## config.mk

```make
export PLATFORM = sky130hd
export DESIGN_NAME = serial_subtractor
export DESIGN_NICKNAME = d
export VERILOG_FILES = /design/src/rtl/serial_subtractor.sv
export SDC_FILE = /design/constraint.sdc
export NUM_CORES = 1
export LEC_CHECK = 0
export CORE_MARGIN = 10
export CORE_UTILIZATION = 55
export CTS_BUF_LIST = sky130_fd_sc_hd__clkbuf_16
export DETAILED_ROUTE_END_ITERATION = 8
export PLACE_DENSITY = 0.79
export SETUP_SLACK_MARGIN = 0.5
export SLEW_MARGIN = 20
export SYNTH_ARGS = -nofsm -noshare
export SYNTH_HDL_FRONTEND = slang
export SYNTH_SLANG_ARGS = --single-unit
```

## constraint.sdc

```tcl
create_clock -name clk -period 3.9 [get_ports clk]
set_input_delay 0.78 -clock clk [delete_from_list [all_inputs] [get_ports clk]]
set_output_delay 0.78 -clock clk [all_outputs]
set_load 0.01 [all_outputs]
```

## src/rtl/serial_subtractor.sv

```systemverilog
// Multi-cycle subtractor: diff = a - b - bin, CHUNK bits per clock with a registered borrow.
// Start/busy/done handshake; result and flags are registered and only update on completion.
module serial_subtractor #(
  parameter int unsigned WIDTH = 8,
  parameter int unsigned CHUNK = 1
) (
  input  logic             clk,
  input  logic             rst_n,
  input  logic             start,
  input  logic [WIDTH-1:0] a,
  input  logic [WIDTH-1:0] b,
  input  logic             bin,
  output logic             busy,
  output logic             done,
  output logic [WIDTH-1:0] diff,
  output logic             bout,
  output logic             ovf,
  output logic             zero
);

  localparam int unsigned N  = WIDTH / CHUNK;
  localparam int unsigned CW = (N > 1) ? $clog2(N) : 1;

  generate
    if (CHUNK < 1 || WIDTH < 2 || (WIDTH % CHUNK) != 0) begin : g_bad_params
      $error("serial_subtractor: CHUNK must be >= 1 and divide WIDTH, WIDTH must be >= 2");
    end
  endgenerate

  typedef enum logic [1:0] {
    IDLE = 2'd0,
    RUN  = 2'd1,
    DONE = 2'd2
  } state_t;

  state_t state, state_d;
  logic   busy_d, done_d;
  logic   load, step, last;

  logic [WIDTH-1:0] a_sr, b_sr, r_sr, r_next;
  logic             brw;
  logic             a_msb, b_msb;
  logic [CW-1:0]    cnt;
  logic [CHUNK:0]   sub_c;

  // One CHUNK-wide subtract step; the extra MSB of sub_c is the borrow out of the chunk.
  always_comb begin
    sub_c  = {1'b0, a_sr[CHUNK-1:0]} - {1'b0, b_sr[CHUNK-1:0]} - {{CHUNK{1'b0}}, brw};
    r_next = (r_sr >> CHUNK) | (WIDTH'(sub_c[CHUNK-1:0]) << (WIDTH - CHUNK));
    last   = (cnt == CW'(N - 1));
  end

  // Next-state and handshake decode.
  always_comb begin
    state_d = state;
    busy_d  = 1'b0;
    done_d  = 1'b0;
    load    = 1'b0;
    step    = 1'b0;
    case (state)
      IDLE: begin
        if (start) begin
          load    = 1'b1;
          state_d = RUN;
          busy_d  = 1'b1;
        end
      end
      RUN: begin
        step   = 1'b1;
        busy_d = 1'b1;
        if (last) begin
          state_d = DONE;
          busy_d  = 1'b0;
          done_d  = 1'b1;
        end
      end
      DONE: begin
        if (start) begin
          load    = 1'b1;
          state_d = RUN;
          busy_d  = 1'b1;
        end else begin
          state_d = IDLE;
        end
      end
      default: state_d = IDLE;
    endcase
  end

  always_ff @(posedge clk or negedge rst_n) begin
    if (!rst_n) begin
      state <= IDLE;
      busy  <= 1'b0;
      done  <= 1'b0;
    end else begin
      state <= state_d;
      busy  <= busy_d;
      done  <= done_d;
    end
  end

  // Operand/result shift registers; outputs load only on the final step.
  always_ff @(posedge clk or negedge rst_n) begin
    if (!rst_n) begin
      a_sr  <= '0;
      b_sr  <= '0;
      r_sr  <= '0;
      brw   <= 1'b0;
      a_msb <= 1'b0;
      b_msb <= 1'b0;
      cnt   <= '0;
      diff  <= '0;
      bout  <= 1'b0;
      ovf   <= 1'b0;
      zero  <= 1'b1;
    end else if (load) begin
      a_sr  <= a;
      b_sr  <= b;
      brw   <= bin;
      a_msb <= a[WIDTH-1];
      b_msb <= b[WIDTH-1];
      cnt   <= '0;
    end else if (step) begin
      a_sr <= a_sr >> CHUNK;
      b_sr <= b_sr >> CHUNK;
      r_sr <= r_next;
      brw  <= sub_c[CHUNK];
      cnt  <= cnt + CW'(1);
      if (last) begin
        diff <= r_next;
        bout <= sub_c[CHUNK];
        ovf  <= (a_msb != b_msb) && (r_next[WIDTH-1] != a_msb);
        zero <= (r_next == '0);
      end
    end
  end

endmodule

```

## After elaboration in Yosys (flattened, before gate mapping)

Cells that the tools add are included.

| cells by class | value |
|---|---|
| $add $sub $neg | 3 |
| equality and inequality tests | 7 |
| muxes and demuxes | 19 |
| bitwise operators | 2 |
| reduce and logical (&&, ||, !) cells | 8 |

Operator list:

| kind | count |
|---|---|
| $mux 8 | 4 |
| $mux 1 | 9 |
| $logic_not 8->1 | 1 |
| $or 7x8->8 | 1 |
| $mux 3 | 2 |
| $pmux 2 s3 | 1 |
| $mux 2 | 2 |
| $ne 2x2->1 const B | 2 |
| $reduce_and 2->1 | 2 |
| $add 3x1->3 const B | 1 |
| $eq 3x3->1 const B | 1 |
| $reduce_and 3->1 | 1 |
| $eq 2x1->1 const B | 1 |
| $eq 2x2->1 const B | 1 |
| $logic_not 2->1 | 1 |
| $ne 1x1->1 | 2 |
| $pmux 1 s2 | 1 |
| $reduce_bool 2->1 | 1 |
| $reduce_or 2->1 | 1 |
| $sub 1x1->2 | 1 |
| $sub 2x1->2 | 1 |
| $logic_and 1x1->1 | 1 |
| $not 1->1 | 1 |

| storage, ports and cells | value |
|---|---|
| register bits | 45 |
| bits of input ports | 20 |
| output and inout bits | 13 |
| logic and storage cells | 53 |

## Depth between registers and ports, before layout

Gate-level depths: netlist of run 1.

| logic depth | value |
|---|---|
| depth in word-level cells | 5 |
| depth in mapped cells | 6 |
| mapped depth without buffers | 5 |

## Least setup slack after synthesis of run 1

No wires, ideal clock.

| path | value |
|---|---|
| path kind | in2reg |
| start point | in start |
| end point | reg a_sr[0] |
| setup time | 126 ps |
| data arrival time | 1351 ps |
| data required time | 3774 ps |
| path slack | 2423 ps |
| stages | 3 |
| buffers on the path | 1 |
| cell sequence | nor2b_1 > buf_2 > a221o_1 |

| on the way | value |
|---|---|
| cells in the longest elaborated chain, start to end | 3 |
| elaborated cells between the ends (all ways) | 4 |
| those cells by class | mux (3); reduce/logical (1) |

RTL lines:

| element | line | RTL |
|---|---|---|
| start, declared | 9 | `input logic start,` |
| $mux 1 * | 62, 78 |  |
| $mux 1 * | -- |  |
| $mux 8 or $reduce_bool 2->1 (tied branches) | -- |  |
| end signal, assigned | 124 | `a_sr <= a_sr >> CHUNK;` |
| end, declared | 40 | `logic [WIDTH-1:0] a_sr, b_sr, r_sr, r_next;` |

Mark *: on every way between the ends. The rest lies on a longest branch, timed or not.
A chain may end at the register's enable or synchronous reset.

## Worst setup path after layout of run 1

| path | value |
|---|---|
| start point | in start |
| end point | reg cnt[2] |

| on the way | value |
|---|---|
| cells in the longest elaborated chain, start to end | 3 |
| elaborated cells between the ends (all ways) | 4 |
| those cells by class | mux (3); reduce/logical (1) |

RTL lines:

| element | line | RTL |
|---|---|---|
| $mux 1 * | 62, 78 |  |
| $mux 1 * | -- |  |
| $mux 3 or $reduce_bool 2->1 (tied branches) | -- |  |
| end signal, assigned | 128 | `cnt <= cnt + CW'(1);` |
| end, declared | 43 | `logic [CW-1:0] cnt;` |

Marks and branches as above.

==> impl_metrics.env, run 1 <==
export IMPL_ys_flop_type="dfrtp_1"
export IMPL_diodes=0
export IMPL_fin_crit_sh=0.554
export IMPL_nets=225
export IMPL_drtIter0Drc=140
export IMPL_syn_inst=174
export IMPL_setup_worst_path_class="primary input to flop"
export IMPL_route_met2_wl_um=1950
export IMPL_relSlewSlack=0.373
export IMPL_slew_violations=0
export IMPL_synth_top_family_by_area="simple AND/OR/NAND/NOR gates"
export IMPL_worstPathMaxFanout=12
export IMPL_critPathRequiredTime_ns=4.07
export IMPL_max_freq_mhz=463
export IMPL_wl_met1_um=1610
export IMPL_worst_path_dominant_cell_family="simple AND/OR/NAND/NOR gates"
export IMPL_skew_ns=0.00458
export IMPL_worst_path_max_delay_cell="nor2b_1"
export IMPL_powerDensity_nw_per_um2=860
export IMPL_syn_num_nets=197
export IMPL_cap_viol_max_count=0
export IMPL_clock_sinks=44
export IMPL_ant_nets=0
export IMPL_cts_buffers=5
export IMPL_postCtsSetupRepairBufs=0
export IMPL_cts_tree="done"
export IMPL_postPlaceCellArea_um2=2140
export IMPL_syn_to_final_growth_pct=24.3
export IMPL_layout_drive_gt1_share=0.0739
export IMPL_postCtsHoldBufs=0
export IMPL_viasPerCell=5.23
export IMPL_wl_per_cell_um=15.2
export IMPL_synth_simple_area_share=0.185
export IMPL_die_height_um=78.1
export IMPL_cts_resized=0
export IMPL_clock_latency_ns=0.28
export IMPL_synthAdderAreaFrac=0.0243
export IMPL_grt_overflow=0
export IMPL_synthMuxAreaShare=0.0486
export IMPL_gp_congestion=0.806
export IMPL_ir_drop_mv=0.451
export IMPL_n_fill_cell=243
export IMPL_cts_clk_slew_worst_paths_ns=0.06
export IMPL_syn_area_um2=1850
export IMPL_min_period_ns=2.16
export IMPL_cts_root_buf="clkbuf_16"
export IMPL_vias=1302
export IMPL_status="finished, final reports clean"
export IMPL_synth_edf_count=0
export IMPL_grt_antenna_before_repair=0
export IMPL_critPathArrivalTime_ns=2.33
export IMPL_dieArea_um2=6090
export IMPL_coreArea_um2=3280
export IMPL_cts_max_path_buffers=2
export IMPL_ys_seq_elements=44
export IMPL_portBuffers=32
export IMPL_route_met3_wl_um=161
export IMPL_crit_buf_inv=1
export IMPL_synth_warnings=0
export IMPL_synth_compound_area_frac=0.0958
export IMPL_cts_max_level=2
export IMPL_initial_core_util=0.565
export IMPL_rsz0062_at_grt="false"
export IMPL_die_x_um=78.1
export IMPL_synth_distinct_cells=28
export IMPL_grt_usage=0.129
export IMPL_final_setup_viol_count=0
export IMPL_dr_pass1_iters=5
export IMPL_r2r_slack_ns=2.17
export IMPL_syn_avg_cell_area_um2=10.7
export IMPL_hp_class="flop to flop"
export IMPL_crit_chain="clkdlybuf4s50_1, nor2b_1, nor2_1, a22o_1"
export IMPL_wirelength_um=3780
export IMPL_worstMarginPinSlew_ns=0.941
export IMPL_synthArstFlopShare=1.00
export IMPL_dp_hpwl_um=2530
export IMPL_synth_seq_area_share=0.594
export IMPL_p_leak_uw=0.00107
export IMPL_start_kind="primary input"
export IMPL_rows=21
export IMPL_tns_ns=0
export IMPL_io_pins=33
export IMPL_grt_max_degree=45
export IMPL_hold_viol=0
export IMPL_first_global_vias=1441
export IMPL_grt_pass1_wl_um=6460
export IMPL_final_area_um2=2300
export IMPL_critPathMaxStageDelay_ns=0.62
export IMPL_crit_path_end_kind="flop"
export IMPL_synth_xor_area_share=0
export IMPL_remaining_drc_errors=0
export IMPL_routed_top_layer="met4"
-- worst register-to-register path: cells and delay by family, from the launching register on --
kind | cells | cell delay, ns
and+or+nand+nor | 2 | 0.91
DFF | 1 | 0.46
AOI/OAI and AO/OA | 1 | 0.24
-- Yosys cell counts, types with 2 or more instances --
cell type / number / area (um^2)
buf_4: 2 / 15.0
inv_1: 3 / 11.3
o21ai_0: 7 / 35.0
dfrtp_1: 43 / 1080
nand2b_1: 2 / 12.5
mux2_1: 2 / 22.5
ha_1: 2 / 25.0
a22o_1: 4 / 35.0
a31oi_1: 9 / 56.3
a22oi_1: 4 / 30.0
nor3_1: 2 / 10.0
mux2_2: 6 / 67.6
nand3_1: 5 / 25.0
nand2_1: 51 / 191
buf_2: 5 / 25.0
nor2_1: 11 / 41.3
buf_6: 4 / 45.0
nor2b_1: 2 / 12.5
-- through the flow --
step / utilization / hold slack (ns) / worst slack (ns) / instances / total power [uW]
2_1_floorplan: - / 0.459 / 2.42 / 174 / 1310
3_3_place_gp: 0.652 / 0.471 / 1.56 / 241 / 1490
3_5_place_dp: 0.652 / 0.470 / 1.51 / 241 / 1530
4_1_cts: 0.702 / 0.483 / 1.75 / 249 / 2010
5_1_grt: 0.702 / 0.515 / 1.61 / 249 / 2130
6_report: 0.702 / 0.481 / 1.74 / 249 / 1980
-- report_power, final --
group          switching, uW  internal, uW  leakage, uW
combinational            372           340     0.000446
sequential               136           673     0.000542
clock                    163           297    0.0000789
total                    671          1310      0.00107
-- sequential cells by signal (all words and copies together), names as in the netlist --
| register | cells |
|---|---|
| a_sr | 8 |
| b_sr | 8 |
| diff | 8 |
| r_sr | 7 |
| cnt | 3 |
| state | 2 |
| a_msb | 1 |
| b_msb | 1 |
| bout | 1 |
| brw | 1 |
| busy | 1 |
| done | 1 |
| ovf | 1 |
| zero | 1 |
-- cells in the final DEF, fill, tap and decap left out --
master and count:
inv_1 3, o21ai_0 7, dfrtp_1 43, a22oi_1 4, clkdlybuf4s50_1 31, a22o_1 4
bufinv_16 1, o22ai_1 1, nor3_1 2, nor2_1 11, nand3_1 5, a31oi_1 9
mux2_2 6, nor3b_1 1, nand3b_4 1, nand2b_1 2, a221o_1 1, buf_2 1
dfstp_2 1, mux2_1 2, nor4_1 1, nor4b_1 1, clkinv_1 2, and2b_1 1
a21oi_1 1, ha_1 2, fa_1 1, nor2b_1 2, clkbuf_16 5, nand2_1 51
-- layer usage --
metal	GRT usage	up-vias
met5	0	-
met2	0.220	29
met4	0.0502	0
li1	-	638
met1	0.147	628
met3	0.0387	7
-- area by class of cell --
type / instances / area, um^2 / share of cell area
well taps: 46 / 57.6 / 0.0250
flip-flops and latches: 44 / 1100 / 0.478
clock inverters: 3 / 37.5 / 0.0163
inverters: 3 / 11.3 / 0.00489
multi-input cells: 116 / 656 / 0.284
repair buffers: 32 / 315 / 0.137
clock buffers: 5 / 125 / 0.0543
-- worst paths after layout --
kind                       startpoint      end  cells past startpoint
setup / recovery                start   cnt[2]                      4
hold / removal                diff[7]  diff[7]                      2
setup reg to reg             state[0]   cnt[2]                      3
hold reg to reg               diff[7]  diff[7]                      2
max in group asynchronous       rst_n  diff[5]                      1
min in group asynchronous       rst_n  b_sr[3]                      1
-- cell families after synthesis --
kind of cell / Yosys count
AO/OA/AOI/OAI: 27
adder cells (fa/ha/maj): 3
buffers and inverters: 14
flip-flops: 44
multiplexers: 8
AND/OR/NAND/NOR: 78
(Power assumes the default switching activity.)
==> run 2, diff against run 1 <==
--- a/config.mk
+++ b/config.mk
@@ -6,10 +6,10 @@
 export NUM_CORES = 1
 export LEC_CHECK = 0
 export CORE_MARGIN = 10
-export CORE_UTILIZATION = 55
+export CORE_UTILIZATION = 51
 export CTS_BUF_LIST = sky130_fd_sc_hd__clkbuf_16
 export DETAILED_ROUTE_END_ITERATION = 8
-export PLACE_DENSITY = 0.79
+export PLACE_DENSITY = 0.74
 export SETUP_SLACK_MARGIN = 0.5
 export SLEW_MARGIN = 20
 export SYNTH_ARGS = -nofsm -noshare
==> constraint.sdc (replaced) <==
create_clock -name clk -period 2.1 [get_ports clk]
set_input_delay 0.42 -clock clk [delete_from_list [all_inputs] [get_ports clk]]
set_output_delay 0.42 -clock clk [all_outputs]
set_load 0.01 [all_outputs]
==> impl_metrics.env, run 2 (same netlist as run 1, synthesis figures left out) <==
export IMPL_final_cell_mix="nand2_1 (51), dfrtp_1 (43), clkdlybuf4s50_1 (20)"
export IMPL_nets=232
export IMPL_grt_usage=0.135
export IMPL_syn_to_final_growth_pct=28.4
export IMPL_crit_start="diff[4]"
export IMPL_cap_viol_max_count=0
export IMPL_postCtsSetupRepairBufs=0
export IMPL_n_fill_cell=264
export IMPL_skew_ns=0.00294
export IMPL_wirelength_um=3900
export IMPL_coreArea_um2=3420
export IMPL_die_height_um=80.3
export IMPL_cts_buffers=5
export IMPL_first_global_vias=1374
export IMPL_status="finished, final reports clean"
export IMPL_grt_max_degree=24
export IMPL_fin_crit_sh=0.752
export IMPL_grt_use_met2=0.205
export IMPL_io_pins=33
export IMPL_cts_tree="done"
export IMPL_layout_drive_gt1_share=0.124
export IMPL_clock_sinks=44
export IMPL_ir_drop_mv=0.700
export IMPL_final_setup_viol_count=0
export IMPL_grt_overflow=0
export IMPL_drtIter0Drc=74
export IMPL_power_total_uw=3640
export IMPL_crit_path_end_kind="output port"
export IMPL_worstMarginPinSlew_ns=0.520
export IMPL_p_leak_uw=0.00120
export IMPL_critPathArrivalTime_ns=1.16
export IMPL_portBuffers=32
export IMPL_crit_buf_inv=1
export IMPL_slew_violations=0
export IMPL_initial_core_util=0.543
export IMPL_ant_nets=0
export IMPL_grt_busiest_layer="met2"
export IMPL_postCtsHoldBufs=0
export IMPL_cts_clk_slew_worst_paths_ns=0.06
export IMPL_cts_max_path_buffers=2
export IMPL_grt_pass1_wl_um=6710
export IMPL_critPathMaxStageDelay_ns=0.54
export IMPL_dp_hpwl_um=2810
export IMPL_cts_max_level=2
export IMPL_crit_chain="clkdlybuf4s50_1"
export IMPL_grtUsageMet1=0.166
export IMPL_diodes=0
export IMPL_rows=21
export IMPL_final_common_cell="nand2_1"
export IMPL_final_cells=256
export IMPL_dr_pass1_iters=4
export IMPL_gp_congestion=0.804
export IMPL_hp_class="primary input to async pin"
export IMPL_grtUsageMet3=0.0523
export IMPL_wl_per_cell_um=15.2
export IMPL_max_freq_mhz=633
export IMPL_critPathRequiredTime_ns=1.68
export IMPL_worstPathMaxFanout=2
export IMPL_regArea_um2=1100
export IMPL_dp_cells=248
export IMPL_rsz0062_at_grt="true"
export IMPL_hold_viol=0
export IMPL_min_period_ns=1.58
export IMPL_grt_antenna_before_repair=0
export IMPL_start_kind="flop"
export IMPL_setup_worst_path_class="flop to output port"
export IMPL_multi_input_area_um2=674
export IMPL_worst_path_dominant_cell_family="buffers and inverters"
export IMPL_remaining_drc_errors=0
export IMPL_tns_ns=0
export IMPL_top_regs="a_sr x8, b_sr x8, diff x8"
export IMPL_cts_root_buf="clkbuf_16"
export IMPL_die_x_um=80.3
export IMPL_powerDensity_nw_per_um2=1530
export IMPL_r2r_start="a_sr[0]"
export IMPL_clock_latency_ns=0.28
export IMPL_dieArea_um2=6450
export IMPL_worst_path_max_delay_cell="clkdlybuf4s50_1"
export IMPL_vias=1373
export IMPL_relSlewSlack=0.654
export IMPL_viasPerCell=5.36
-- run 2: report_power, final --
group	internal, uW	switching, uW	leakage (uW)	total [uW]
clock network	431	294	0.0000710	725
registers	1250	259	0.000542	1510
logic	686	719	0.000588	1410
total	2370	1270	0.00120	3640
-- run 2: path summary, 6_finish.rpt --
| check | endpoint | slack [ns] | depth (start not counted) |
|---|---|---|---|
| setup / recovery | diff[4] | 0.52 | 1 |
| setup reg to reg | zero | 0.55 | 5 |
| hold reg to reg | ovf | 0.48 | 2 |
| hold / removal | busy | 0.10 | 1 |
| min in group clk | ovf | 0.48 | 2 |
| max in group asynchronous | b_sr[3] | 1.51 | 2 |
-- run 2: area by class of cell --
type | instances | area share
Clock buffer | 5 | 0.0525
Clock inverter | 3 | 0.00578
Inverter | 3 | 0.00473
Multi-Input combinational cell | 116 | 0.283
Sequential cell | 44 | 0.463
Tap cell | 46 | 0.0242
Timing Repair Buffer | 39 | 0.167
-- run 2: per-layer routing --
| layer | wire length (um) | up-vias |
|---|---|---|
| met5 | 0 | - |
| met4 | 57 | 0 |
| met3 | 178 | 7 |
| met2 | 1930 | 30 |
| met1 | 1730 | 683 |
| li1 | - | 653 |
-- run 2: per-stage QoR --
step                      hold WS, ns   util  setup slack (ns)  cell area, um^2
after floorplan                 0.124      -             0.637             1850
after global placement          0.404  0.646             0.463             2210
after detailed placement        0.417  0.646             0.430             2210
after CTS                       0.114  0.688             0.500             2350
after global routing            0.137  0.697             0.436             2380
final                           0.101  0.697             0.520             2380
-- run 2: repair_timing --
item	CTS	global route
pin swaps	0	0
endpoints found under the setup margin	4	24
gates resized for setup	6	10
